===== src/rtl/conv_layer_ctrl_gen.sv =====
// conv_layer_ctrl_gen: walks oy, ox, group, ky, kx for one conv layer, issuing activation/weight
// read addresses and latency-aligned accumulator-clear / output-write strobes.
module conv_layer_ctrl_gen #(
  parameter int IN_W       = 32,
  parameter int IN_H       = 32,
  parameter int K          = 3,
  parameter int STRIDE     = 1,
  parameter int CIN_GROUPS = 1,
  parameter int PIPE_LAT   = 3,
  parameter int ADDR_W     = 10,
  parameter int WADDR_W    = 4,
  parameter int OADDR_W    = 10
) (
  input  logic               clk,
  input  logic               rst,
  input  logic               start,
  input  logic               stall,
  output logic               busy,
  output logic               done,
  output logic [ADDR_W-1:0]  in_addr,
  output logic [WADDR_W-1:0] w_addr,
  output logic               rd_valid,
  output logic               acc_clr,
  output logic               out_we,
  output logic [OADDR_W-1:0] out_addr
);
  localparam int OUT_W = (IN_W - K) / STRIDE + 1;
  localparam int OUT_H = (IN_H - K) / STRIDE + 1;
  localparam int KW = $clog2(K + 1);
  localparam int GW = $clog2(CIN_GROUPS + 1);
  localparam int XW = $clog2(OUT_W + 1);
  localparam int YW = $clog2(OUT_H + 1);
  localparam int LW = $clog2(PIPE_LAT + 1);
  localparam logic [KW-1:0] K_M1 = KW'(K - 1);
  localparam logic [GW-1:0] G_M1 = GW'(CIN_GROUPS - 1);
  localparam logic [XW-1:0] X_M1 = XW'(OUT_W - 1);
  localparam logic [YW-1:0] Y_M1 = YW'(OUT_H - 1);
  localparam logic [LW-1:0] L_M1 = LW'(PIPE_LAT - 1);
  localparam logic [ADDR_W-1:0] A_ROW   = ADDR_W'(IN_W);
  localparam logic [ADDR_W-1:0] A_PLANE = ADDR_W'(IN_W * IN_H);
  localparam logic [ADDR_W-1:0] A_STEP  = ADDR_W'(STRIDE);
  localparam logic [ADDR_W-1:0] A_OROW  = ADDR_W'(STRIDE * IN_W);

  typedef enum logic [1:0] {IDLE, RUN, DRAIN, DONE} state_t;
  state_t state, state_d;

  logic [KW-1:0] kx, ky;
  logic [GW-1:0] g;
  logic [XW-1:0] ox;
  logic [YW-1:0] oy;
  logic [ADDR_W-1:0] row0, pix_base, grp_base, row_base;
  logic [ADDR_W-1:0] nxt_row, nxt_grp, nxt_pix, nxt_row0;
  logic [OADDR_W-1:0] pix;
  logic [LW-1:0] drain_cnt;
  logic [PIPE_LAT-1:0] dl_clr, dl_we;
  logic [PIPE_LAT-1:0][OADDR_W-1:0] dl_addr;
  logic first, last_g, last_tap, live, drain_end;

  assign first     = kx == '0 && ky == '0 && g == '0;
  assign last_g    = kx == K_M1 && ky == K_M1 && g == G_M1;
  assign last_tap  = last_g && ox == X_M1 && oy == Y_M1;
  assign live      = state == RUN;
  assign drain_end = drain_cnt == L_M1;
  assign nxt_row   = row_base + A_ROW;
  assign nxt_grp   = grp_base + A_PLANE;
  assign nxt_pix   = pix_base + A_STEP;
  assign nxt_row0  = row0 + A_OROW;
  assign acc_clr   = dl_clr[PIPE_LAT-1];
  assign out_we    = dl_we[PIPE_LAT-1];
  assign out_addr  = dl_addr[PIPE_LAT-1];

  always_ff @(posedge clk or negedge rst)
    if (!rst) state <= IDLE;
    else state <= state_d;

  always_comb begin
    state_d = state;
    if (!stall)
      unique case (state)
        IDLE:    state_d = start ? RUN : IDLE;
        RUN:     state_d = last_tap ? DRAIN : RUN;
        DRAIN:   state_d = drain_end ? DONE : DRAIN;
        default: state_d = IDLE;
      endcase
  end

  // Address registers track the tap currently presented; bases step by adds only.
  always_ff @(posedge clk or negedge rst)
    if (!rst) begin
      busy <= 1'b0;
      done <= 1'b0;
      rd_valid <= 1'b0;
      in_addr <= '0;
      w_addr <= '0;
      {kx, ky, g, ox, oy, pix, drain_cnt} <= '0;
      {row0, pix_base, grp_base, row_base} <= '0;
      dl_clr <= '0;
      dl_we <= '0;
      dl_addr <= '0;
    end else begin
      busy <= state_d == RUN || state_d == DRAIN;
      done <= state_d == DONE;
      rd_valid <= !stall && state_d == RUN;
      if (!stall) begin
        dl_clr[0] <= live && first;
        dl_we[0] <= live && last_g;
        dl_addr[0] <= pix;
        for (int i = 1; i < PIPE_LAT; i++) begin
          dl_clr[i] <= dl_clr[i-1];
          dl_we[i] <= dl_we[i-1];
          dl_addr[i] <= dl_addr[i-1];
        end
        drain_cnt <= state == DRAIN ? drain_cnt + LW'(1) : '0;
        if (state == IDLE) begin
          in_addr <= '0;
          w_addr <= '0;
          {kx, ky, g, ox, oy, pix} <= '0;
          {row0, pix_base, grp_base, row_base} <= '0;
        end else if (live && !last_tap) begin
          w_addr <= last_g ? '0 : w_addr + WADDR_W'(1);
          kx <= kx == K_M1 ? '0 : kx + KW'(1);
          if (kx != K_M1) in_addr <= in_addr + ADDR_W'(1);
          else if (ky != K_M1) begin
            ky <= ky + KW'(1);
            row_base <= nxt_row;
            in_addr <= nxt_row;
          end else if (g != G_M1) begin
            ky <= '0;
            g <= g + GW'(1);
            {grp_base, row_base, in_addr} <= {3{nxt_grp}};
          end else begin
            ky <= '0;
            g <= '0;
            pix <= pix + OADDR_W'(1);
            if (ox != X_M1) begin
              ox <= ox + XW'(1);
              {pix_base, grp_base, row_base, in_addr} <= {4{nxt_pix}};
            end else begin
              ox <= '0;
              oy <= oy + YW'(1);
              {row0, pix_base, grp_base, row_base, in_addr} <= {5{nxt_row0}};
            end
          end
        end
      end
    end
endmodule


===== config.mk =====
export PLATFORM = sky130hd
export DESIGN_NAME = conv_layer_ctrl_gen
export DESIGN_NICKNAME = d
export VERILOG_FILES = /design/src/rtl/conv_layer_ctrl_gen.sv
export SDC_FILE = /design/constraint.sdc
export NUM_CORES = 1
export LEC_CHECK = 0
export BUFFER_PORTS_ARGS = -buffer_cell sky130_fd_sc_hd__buf_2
export CELL_PAD_IN_SITES_DETAIL_PLACEMENT = 2
export CELL_PAD_IN_SITES_GLOBAL_PLACEMENT = 2
export CORE_MARGIN = 2
export CORE_UTILIZATION = 40
export CTS_CLUSTER_DIAMETER = 120
export DETAILED_ROUTE_END_ITERATION = 6
export PLACE_DENSITY = 0.79
export SYNTH_ARGS = -nofsm -noshare
export SYNTH_HDL_FRONTEND = slang
export SYNTH_SLANG_ARGS = --single-unit

===== constraint.sdc =====
create_clock -name clk -period 2.38 [get_ports clk]
set_clock_uncertainty 0.1 [all_clocks]
set_input_delay 0.476 -clock clk [delete_from_list [all_inputs] [get_ports clk]]
set_output_delay 0.476 -clock clk [all_outputs]
set_load 0.02 [all_outputs]

Yosys cells after proc, flatten, opt, wreduce, memory -nomap -nowiden
Index checks and enable logic that the tools add are counted.

Multiplexer cells: 62. Bitwise operators: 2. Equal/unequal tests: 17. Add/sub/neg operators: 12. Reduce and logical (&&, ||, !) cells: 22.

Operators with widths (number): 10-bit two-way mux (29); 5-bit two-way mux (12); 10-bit by 1-bit adder with 10-bit output, second input constant (3); 10-bit by 6-bit adder with 10-bit output, second input constant (2); 2-bit two-way mux (10); 2-bit == test, second input constant (6); 4-bit two-way mux (3); 5-bit by 1-bit adder with 5-bit output, second input constant (2); 5-bit == test, second input constant (2); 1-bit logical AND (10); 2-bit != test, second input constant (5); 1-bit two-way mux (7); 2-bit by 1-bit adder with 2-bit output, second input constant (3); 2-bit logical NOT (3); 2-bit case mux with 3 select lines (1); 6-bit AND reduction (1); 5-bit != test, second input constant (1); 5-bit AND reduction (1); 4-bit by 1-bit adder with 4-bit output, second input constant (1); 2-bit by 1-bit == test with 1-bit output, second input constant (2); 4-bit AND reduction (1); 3-bit AND reduction (1); 1-bit logical NOT (2); 2-bit by 1-bit != test with 1-bit output, second input constant (1); 5 further kinds (6).

Bits in registers: 122. Output and inout bits: 29. Input port bits: 4.

Logic depth before layout (Yosys ltp)
Gate-level depths: netlist (run 1).

Depth in word-level cells: 10. Mapped depth: 10. Depth with buffers taken out: 9.

Worst setup path before layout (run 1)
Ideal clock, no wire load.

Path kind: register -> register. Start: reg ox[1]. End: reg rd_valid. Library setup time: 0.132 ns. Arrival: 1.918 ns. Required time: 2.148 ns. Stages on the path, launching flop included: 11. Setup slack: 0.230 ns. Path through: dfrtp_1 inv_1 ha_1 and4_1 clkbuf_1 and3_1 nor2_1 o21ai_0 o31ai_1 ha_1 nor2b_1.

Word-level cells in the longest chain between the ends: 8.

RTL lines: from (decl) (RTL line 49) `logic [XW-1:0] ox;`; from (signal assigned) (RTL line 136) `ox <= ox + XW'(1);`; 5-bit == test (RTL line 61) `assign last_tap = last_g && ox == X_M1 && oy == Y_M1;`; 1-bit logical AND (2 in a row) (RTL line 61); 2-bit two-way mux (RTL line 81) `RUN: state_d = last_tap ? DRAIN : RUN;`; 2-bit case mux with 3 select lines (RTL line 79) `unique case (state)`; 2-bit two-way mux (RTL line 78) `if (!stall)`; 2-bit by 1-bit == test with 1-bit output (RTL line 103) `rd_valid <= !stall && state_d == RUN;`; 1-bit logical AND (RTL line 103); to (signal assigned) (RTL line 92) `rd_valid <= 1'b0;`; to (signal assigned) (RTL line 103); to (decl) (RTL line 22) `output logic rd_valid,`.

Every way passes these cells. A chain may end at the register's enable or synchronous reset.

Final worst setup path (run 1)
Start: reg oy[1]. End: reg pix[5].

Word-level cells in the longest chain between the ends: 6.

RTL lines: from (decl) (RTL line 50) `logic [YW-1:0] oy;`; from (signal assigned) (RTL line 140) `oy <= oy + YW'(1);`; 5-bit == test (RTL line 61); 1-bit logical AND (RTL line 61); 1-bit logical NOT (RTL line 119) `end else if (live && !last_tap) begin`; 1-bit logical AND (RTL line 119); 2-bit nonzero test (no line); 5-bit AND reduction (no line); to (signal assigned) (RTL line 134) `pix <= pix + OADDR_W'(1);`; to (decl) (RTL line 53) `logic [OADDR_W-1:0] pix;`.

Every way passes these cells.

==> results of run 1 <==
critical path, cell delays in order (launching register included):
cell and delay (ps):
dfrtp_1 420, inv_1 90, ha_1 220, and4_4 180, a31oi_4 220, o211ai_4 140
buf_12 190, or4_1 530, a21oi_2 160
flip-flops by register name, indices dropped and copies added, names as in the netlist, 3 cells and up:
name / count
dl_addr: 20
dl_clr: 3
dl_we: 3
in_addr: 10
out_addr: 10
ox: 5
oy: 5
pix: 10
pix_base: 10
row0: 5
row_base: 10
w_addr: 4
power by group through the flow:
stage                     sequential, mW  combinational, mW  clock [mW]
after global routing                2.51               2.07        1.68
after global placement              2.43               1.70           0
after CTS                           2.46               1.85        1.61
final                               2.47               1.90        1.59
after floorplan                     2.52              0.969           0
after detailed placement            2.47               1.80           0
worst min-delay path by stage:
stage	from	end	slack, ps	depth (start not counted)
after global routing	rst	pix[3]$_DFFE_PN0P_	70	1
after CTS	rst	pix[3]$_DFFE_PN0P_	50	1
after detailed placement	row_base[2]$_DFFE_PN0P_	row_base[2]$_DFFE_PN0P_	370	1
after floorplan	rst	busy$_DFF_PN0_	80	0
final	rst	out_addr[5]$_DFFE_PN0N_	30	1
after global placement	row_base[2]$_DFFE_PN0P_	row_base[2]$_DFFE_PN0P_	360	1
cells in the final DEF (no fill, tap or decap), types with 3 or more instances in the layout:
cell       instances
ha_1              12
a21oi_1           19
nor2b_1            3
nand3_1           28
clkbuf_16         10
buf_4             34
nand4_1            6
inv_1             12
o31ai_1            8
nand2_1           51
and4_1             3
a32o_1             7
and3_1             6
a31oi_1            6
nor2_1            33
a21oi_2            4
xnor2_1            5
or3_1             13
xor2_1             8
buf_2             31
o21ai_1           16
nor3_1            10
buf_12             4
mux2_2            35
dfrtp_1          106
a22o_1             6
o21ai_0           38
a211oi_1           4
nand2b_1           5
or4_1              4
a21o_1             5
repair_timing:
item | CTS | global route
gates cloned | 0 | 1
pin swaps | 0 | 3
endpoints found under the setup margin | 2 | 20
setup buffers | 0 | 2
gates resized for setup | 3 | 11
per-stage QoR:
| step | power (mW) | util | instances | cell area (µm²) | setup WS (ps) |
|---|---|---|---|---|---|
| finish | 5.95 | 0.477 | 755 | 6260 | 59.7 |
| global route | 6.26 | 0.477 | 755 | 6260 | -12.1 |
| CTS | 5.91 | 0.470 | 752 | 6180 | 12.1 |
| detailed placement | 4.27 | 0.446 | 736 | 5870 | -40.2 |
| global placement | 4.13 | 0.446 | 736 | 5870 | 75.7 |
| floorplan | 3.49 | - | 529 | 5350 | 230 |
per-layer routing:
layer,vias up,track usage,share of wire
met1,2354,0.326,0.42
met2,89,0.475,0.53
met3,30,0.0413,0.030
met4,0,0.0816,0.020
li1,2007,-,-
met5,-,0,0
logic make-up (layout without fill, tap and decap cells):
group,Yosys count,after routing,synth area share
xor gates and xnor gates,13,13,0.0213
buffers and inverters,49,99,0.0437
and+or+nand+nor,176,176,0.164
muxes,36,36,0.0755
DFF,106,106,0.496
AOI/OAI and AO/OA,137,137,0.172
adders and majority gates,12,12,0.0281
area by class of cell:
cell class | instances | share of cell area
Timing Repair Buffer | 71 | 0.0841
Clock inverter | 7 | 0.0122
Tap cell | 176 | 0.0352
Multi-Input combinational cell | 374 | 0.402
Sequential cell | 106 | 0.424
Inverter | 12 | 0.00719
Clock buffer | 9 | 0.0360
==> impl_metrics.py, run 1 <==
metrics = {
    "run_status": {
        "status": "complete, no violations",
    },
    "global_route": {
        "antenna_found_initial": 0,
        "grt.total_usage": 0.265,
        "overflow": 0,
        "grt_pass1_vias": 4989,
        "grt_pass1_wl_um": 29000,
        "grt_max_degree": 47,
    },
    "sta": {
        "setup_viol": 0,
        "slew_headroom": 0.575,
        "layout_min_cycle_time_ps": 2320,
        "hold_viol_final": 0,
        "slew_viol_final": 0,
        "clock.fmax_ghz": 0.431,
        "period_share": 0.975,
        "worstMarginPinSlew_ps": 627,
        "fin_hold_ws_ps": 33.3,
        "tns_ps": 0,
    },
    "synthesis": {
        "synth_common_cells": "106 x dfrtp_1, 52 x nand2_1, 38 x o21ai_0",
        "synth-seq-area-share": 0.496,
        "syn-num-nets": 545,
        "synth_edf_count": 0,
        "syn-cell-area_um2": 5350,
        "synth.distinct_cells": 58,
        "synth_largest_area_cell": "dfrtp_1",
        "syn_inst": 529,
        "synth_area_leaders": "dfrtp_1 50%, mux2_2 7.4%, nand2_1 3.6%",
        "netlist.area_leader.share": 0.496,
        "ys_seq_elements": 106,
        "synth_most_common_cell": "dfrtp_1",
        "yosysWarnings": 0,
        "yosys_most_used_dff": "dfrtp_1",
        "syn_area_per_cell_um2": 10.1,
        "async_reset_ff_frac": 1.00,
    },
    "finish": {
        "drive_gt1_frac": 0.247,
        "fin_nets": 590,
        "n_fill_cell": 1382,
        "multi_input_area_um2": 2520,
        "area_delta_synth_final_pct": 17.0,
        "num_antenna_cells": 0,
        "ff_latch_area_um2": 2650,
    },
    "setup_path": {
        "start_kind": "register",
        "cp-end-kind": "register",
        "path_max_fanout": 20,
        "critPathLaunch": "oy[1]$_DFFE_PN0P_",
        "cp.arrival_ps": 2510,
        "worstSetupPathType": "reg2reg",
        "r2r-end": "pix[5]$_DFFE_PN0P_",
        "ff2ff_setup_slack_ps": 60,
        "reg2reg_depth": 8,
        "r2r_start": "oy[1]$_DFFE_PN0P_",
        "cp.required_ps": 2570,
        "crit_end": "pix[5]$_DFFE_PN0P_",
    },
    "placed_design": {
        "port_buffers": 32,
        "hpwlAfterDp_um": 11700,
        "gp_congestion": 0.856,
    },
    "power": {
        "swShare": 0.390,
        "p_int_mw": 3.63,
        "p_clk_frac": 0.267,
        "vdd_ir_drop_max_mv": 0.440,
        "power_frac_seq": 0.414,
        "switchingPower_mw": 2.32,
        "powerDensity_nw_per_um2": 951,
        "combPwrFrac": 0.319,
        "power.leakage_nw": 2.84,
    },
    "route": {
        "route.detailed.drc": 0,
        "drtIter0Drc": 253,
        "routed_wl_um": 18500,
        "wl_per_cell_um": 24.5,
        "ant_nets": 0,
        "dr.pass1.iters": 4,
        "via_count": 4480,
        "viasPerCell": 5.93,
    },
    "floorplanning": {
        "core_area_um2": 13100,
        "initial_utilization": 0.407,
        "rows": 42,
        "die_width_um": 120,
        "die_area_um2": 14300,
        "die-height_um": 120,
        "io_pins": 33,
    },
    "cts": {
        "tritoncts": "done",
        "numCtsBuffers": 9,
        "clockBufferDepth": 2,
        "cts_sinks": 106,
        "cts_hold_buffers": 0,
        "ctsHtreeMaxLevel": 3,
        "clkLatencyLatePin_ps": 360,
        "clk_pin_slew_worst_paths_ps": 80,
        "clockRootBuffer": "clkbuf_16",
    },
    "hold_path": {
        "worstHoldPathType": "in2async",
    },
    "flow_run": {
        "cap_violations": 0,
    },
}
Power figures use the tool's default switching activity.
==> run 2, diff against run 1 <==
Settings changed: GPL_TIMING_DRIVEN from default to 0.
==> impl_metrics.py, run 2 (synthesized netlist as in run 1, its figures left out) <==
metrics = {
    "run_status": {
        "status": "finished with violations",
        "violations": "hold timing",
    },
    "floorplanning": {
        "die_area_um2": 14300,
        "die_width_um": 120,
        "rows": 42,
        "die-height_um": 120,
        "core_area_um2": 13100,
        "io_pins": 33,
        "initial_utilization": 0.407,
    },
    "placed_design": {
        "gp_congestion": 0.809,
        "hpwlAfterDp_um": 11700,
        "port_buffers": 32,
        "preCtsSetupSlack_ps": -468,
    },
    "cts": {
        "clk_pin_slew_worst_paths_ps": 70,
        "clkLatencyLatePin_ps": 360,
        "cts_sinks": 106,
        "cts_hold_buffers": 0,
        "clockRootBuffer": "clkbuf_16",
        "numCtsBuffers": 9,
        "tritoncts": "done",
        "clockBufferDepth": 2,
        "ctsHtreeMaxLevel": 3,
    },
    "route": {
        "wl_per_cell_um": 21.6,
        "viasPerCell": 5.80,
        "dr.pass1.iters": 4,
        "ant_nets": 0,
        "drtIter0Drc": 209,
        "route.detailed.drc": 0,
        "via_count": 4394,
        "routed_wl_um": 16400,
    },
    "sta": {
        "setup_viol": 0,
        "period_share": 0.978,
        "hold_viol_final": 1,
        "fin_hold_ws_ps": -0.716,
        "slew_viol_final": 0,
        "layout_min_cycle_time_ps": 2330,
        "worstMarginPinSlew_ps": 694,
        "rsz0062_at_grt": "true",
        "fin_ws_ps": 51.8,
        "clock.fmax_ghz": 0.430,
        "slew_headroom": 0.538,
    },
    "setup_path": {
        "r2r-end": "oy[4]$_DFFE_PN0P_",
        "cp.arrival_ps": 2510,
        "ff2ff_setup_slack_ps": 50,
        "cp.required_ps": 2560,
        "r2r_start": "ox[0]$_DFFE_PN0P_",
        "worstSetupPathType": "reg2reg",
        "cp-end-kind": "register",
        "start_kind": "register",
        "path_max_fanout": 10,
        "reg2reg_depth": 7,
    },
    "global_route": {
        "grt.total_usage": 0.238,
        "antenna_found_initial": 0,
        "grt_pass1_wl_um": 26400,
        "grt_max_degree": 70,
        "overflow": 0,
        "grt_pass1_vias": 4896,
    },
    "finish": {
        "final_cell_mix": "105 x dfrtp_1, 51 x nand2_1, 37 x o21ai_0",
        "num_antenna_cells": 0,
        "largest_register_ffs": 20,
        "n_fill_cell": 1418,
        "drive_gt1_frac": 0.234,
        "mostFrequentLayoutCell": "dfrtp_1",
        "fin_nets": 593,
        "area_delta_synth_final_pct": 15.5,
        "top_register": "dl_addr",
    },
    "hold_path": {
        "worstHoldPathType": "in2async",
    },
    "flow_run": {
        "cap_violations": 0,
    },
    "power": {
        "powerDensity_nw_per_um2": 911,
        "vdd_ir_drop_max_mv": 0.439,
        "power.leakage_nw": 2.78,
    },
}
-- run 2: cell count changes in the layout (fill, tap and decap cells not counted), sizes merged --
cell / delta
clkinvlp: -1
clkbuf: +17
buf: -13
bufinv: -1
inv: +1
-- run 2: repair_timing --
item | CTS | global route
buffers inserted | 1 | 4
pin swaps | 1 | 4
setup endpoints to repair | 49 | 39
gates resized for setup | 23 | 22
-- run 2: worst max path at each step --
stage / slack, ps / end / cells after the start / startpoint
3_3_place_gp: -540 / in_addr[5]$_DFFE_PN0P_ / 1 / rst
2_1_floorplan: 230 / rd_valid$_DFF_PN0_ / 10 / ox[1]$_DFFE_PN0P_
5_1_grt: -50 / oy[3]$_DFFE_PN0P_ / 6 / ox[0]$_DFFE_PN0P_
6_report: 50 / oy[4]$_DFFE_PN0P_ / 7 / ox[0]$_DFFE_PN0P_
4_1_cts: 2 / oy[3]$_DFFE_PN0P_ / 6 / ox[0]$_DFFE_PN0P_
3_5_place_dp: -470 / ox[4]$_DFFE_PN0P_ / 8 / ky[0]$_DFFE_PN0P_
-- run 2: critical path, cell delays in order, from the launching register on --
cell and delay (ps):
dfrtp_2 450, ha_1 230, and4_2 250, a31oi_4 280, o211ai_4 140, buf_6 160, or4_1 490, a21oi_2 160
-- run 2: per-stage QoR --
step,instance area (µm²),TNS [ps],std cells,power (mW),util
2_1_floorplan,5350,0,529,3.49,-
3_3_place_gp,5730,-64540,737,4.00,0.436
3_5_place_dp,5760,-12550,738,4.12,0.439
4_1_cts,6100,0,754,5.65,0.465
5_1_grt,6180,-78.8,758,5.95,0.471
6_report,6180,0,758,5.63,0.471
-- run 2: power breakdown --
group          internal, mW  leakage [nW]  switching [mW]  total, mW
clock                 0.723         0.134           0.719       1.44
combinational         0.639          1.22            1.12       1.76
sequential             2.10          1.43           0.337       2.43
total                  3.46          2.78            2.17       5.63
-- run 2: cell type report --
type / instances / area [µm²] / share of cell area
clock buffers: 10 / 229 / 0.0370
multi-input cells: 374 / 2530 / 0.410
flip-flops and latches: 106 / 2650 / 0.429
repair buffers: 38 / 228 / 0.0368
inverters: 12 / 45.0 / 0.00729
clock inverters: 6 / 47.5 / 0.00769
plain buffers: 36 / 226 / 0.0366
well taps: 176 / 220 / 0.0356
-- run 2: per-layer routing --
metal,global-route usage,vias up,routed length [µm]
met3,0.0471,20,442
li1,-,2007,-
met4,0.0588,0,246
met5,0,-,0
met2,0.430,55,8630
met1,0.292,2312,7060
==> run 3, diff against run 2 <==
Settings changed: CORE_UTILIZATION 40 to 41, CTS_BUF_LIST from default to sky130_fd_sc_hd__clkbuf_4 sky130_fd_sc_hd__clkbuf_8, PLACE_DENSITY 0.79 to 0.81, RECOVER_POWER from default to 100.
==> impl_metrics.py, run 3 (synthesized netlist as in run 1, its figures left out) <==
metrics = {
    "global_route": {
        "grt_max_degree": 58,
        "overflow": 0,
        "grt_pass1_vias": 4895,
        "antenna_found_initial": 0,
        "grt_pass1_wl_um": 26900,
        "grt.total_usage": 0.245,
    },
    "sta": {
        "setup_viol": 0,
        "layout_min_cycle_time_ps": 2350,
        "worstMarginPinSlew_ps": 1340,
        "hold_viol_final": 0,
        "rsz0062_at_grt": "true",
        "period_share": 0.988,
        "slew_viol_final": 0,
        "slew_headroom": 0.105,
        "clock.fmax_ghz": 0.425,
    },
    "run_status": {
        "status": "complete, no violations",
    },
    "cts": {
        "clockRootBuffer": "clkbuf_8",
        "ctsHtreeMaxLevel": 3,
        "tritoncts": "done",
        "clkLatencyLatePin_ps": 390,
        "numCtsBuffers": 9,
        "cts_hold_buffers": 0,
        "cts_sinks": 106,
        "clockBufferDepth": 2,
        "clk_pin_slew_worst_paths_ps": 110,
    },
    "setup_path": {
        "crit_family": "simple AND/OR/NAND/NOR gates",
        "slowest_delay_ps": 460,
        "cp_slowest_cell": "or4_1",
        "path_max_fanout": 10,
        "crit_end": "oy[4]$_DFFE_PN0P_",
        "ff2ff_setup_slack_ps": 30,
        "r2r_start": "state[1]$_DFF_PN0_",
        "path_cells": "buf_6, or3b_4, a31oi_4, o211ai_4, buf_6, or4_1, a21oi_1",
        "cp-end-kind": "register",
        "cp.arrival_ps": 2570,
        "critPathMostFrequentCell": "buf_6",
        "r2r-end": "oy[4]$_DFFE_PN0P_",
        "reg2reg_depth": 7,
        "cp.required_ps": 2600,
        "crit_buf_inv": 2,
        "worstSetupPathType": "reg2reg",
        "path_depth": 7,
        "start_kind": "register",
        "critPathLaunch": "state[1]$_DFF_PN0_",
    },
    "route": {
        "ant_nets": 0,
        "routed_wl_um": 17600,
        "via_count": 4466,
        "drtIter0Drc": 282,
        "dr.pass1.iters": 5,
        "route.detailed.drc": 0,
        "viasPerCell": 5.92,
        "wl_per_cell_um": 23.4,
    },
    "floorplanning": {
        "die_width_um": 118,
        "core_area_um2": 12700,
        "rows": 41,
        "die_area_um2": 14000,
        "initial_utilization": 0.422,
        "die-height_um": 118,
        "io_pins": 33,
    },
    "finish": {
        "area_delta_synth_final_pct": 14.2,
        "drive_gt1_frac": 0.229,
        "final_cell_mix": "106 x dfrtp_1, 50 x nand2_1, 36 x o21ai_0",
        "num_antenna_cells": 0,
        "fin_nets": 594,
        "fin_cells": 754,
        "largest_register_ffs": 20,
        "top_register": "dl_addr",
        "mostFrequentLayoutCell": "dfrtp_1",
        "final_util": 0.482,
    },
    "placed_design": {
        "port_buffers": 32,
        "hpwlAfterDp_um": 11700,
        "gp_congestion": 0.797,
        "dp_cells": 734,
    },
    "power": {
        "power.leakage_nw": 2.75,
        "powerDensity_nw_per_um2": 895,
        "vdd_ir_drop_max_mv": 0.403,
    },
    "hold_path": {
        "worstHoldPathType": "in2async",
    },
    "flow_run": {
        "cap_violations": 0,
    },
}
-- run 3: cell types whose count changed in the layout (fill, tap and decap cells not counted), moves of 2 or more --
cell,previous run,this run
inv_6,3,1
clkbuf_8,0,9
clkbuf_4,2,5
clkbuf_16,9,0
-- run 3: how the worst min path moves through the flow --
stage | cells after the start | slack, ps | from | endpoint
after floorplan | 0 | 80 | rst | busy$_DFF_PN0_
after global placement | 2 | 360 | row_base[3]$_DFFE_PN0P_ | row_base[3]$_DFFE_PN0P_
after detailed placement | 1 | 380 | row_base[2]$_DFFE_PN0P_ | row_base[2]$_DFFE_PN0P_
after CTS | 1 | 50 | rst | out_addr[4]$_DFFE_PN0N_
after global routing | 1 | 350 | rst | dl_addr[14]$_DFFE_PN0N_
final | 1 | 270 | rst | out_addr[4]$_DFFE_PN0N_
-- run 3: repair_timing --
action / 4_1_cts / 5_1_grt
setup buffers: 2 / 4
setup endpoints to repair: 51 / 43
gates resized for setup: 24 / 25
pin swaps: 2 / 3
-- run 3: layout make-up --
cell class / count / area (µm²)
inverters: 12 / 45.0
clock inverters: 5 / 63.8
repair buffers: 39 / 213
fillers: 1360 / 6560
clock buffers: 10 / 131
flip-flops and latches: 106 / 2650
plain buffers: 36 / 231
multi-input cells: 374 / 2560
well taps: 172 / 215
-- run 3: routing by layer --
metal	wire length, µm	global-route usage	vias to the layer above
met3	516	0.0275	25
met4	322	0.0889	0
met2	9410	0.436	83
met1	7390	0.306	2339
met5	0	0	-
li1	-	-	2019
-- run 3: report_power, final --
| part | switching [mW] | internal, mW | total [mW] |
|---|---|---|---|
| sequential | 0.349 | 2.09 | 2.44 |
| combinational | 1.19 | 0.643 | 1.83 |
| clock | 0.692 | 0.502 | 1.19 |
| total | 2.23 | 3.24 | 5.47 |
-- run 3: per-stage QoR --
step | area [µm²] | setup slack, ps | setup TNS [ps] | total power [mW] | hold slack (ps)
after floorplan | 5350 | 230 | 0 | 3.49 | 80.4
after global placement | 5730 | -550 | -64860 | 4.00 | 358
after detailed placement | 5760 | -391 | -10800 | 4.13 | 379
after CTS | 6020 | 5.57 | 0 | 5.37 | 46.6
after global routing | 6110 | -86.5 | -398 | 5.76 | 352
final | 6110 | 29.2 | 0 | 5.47 | 268
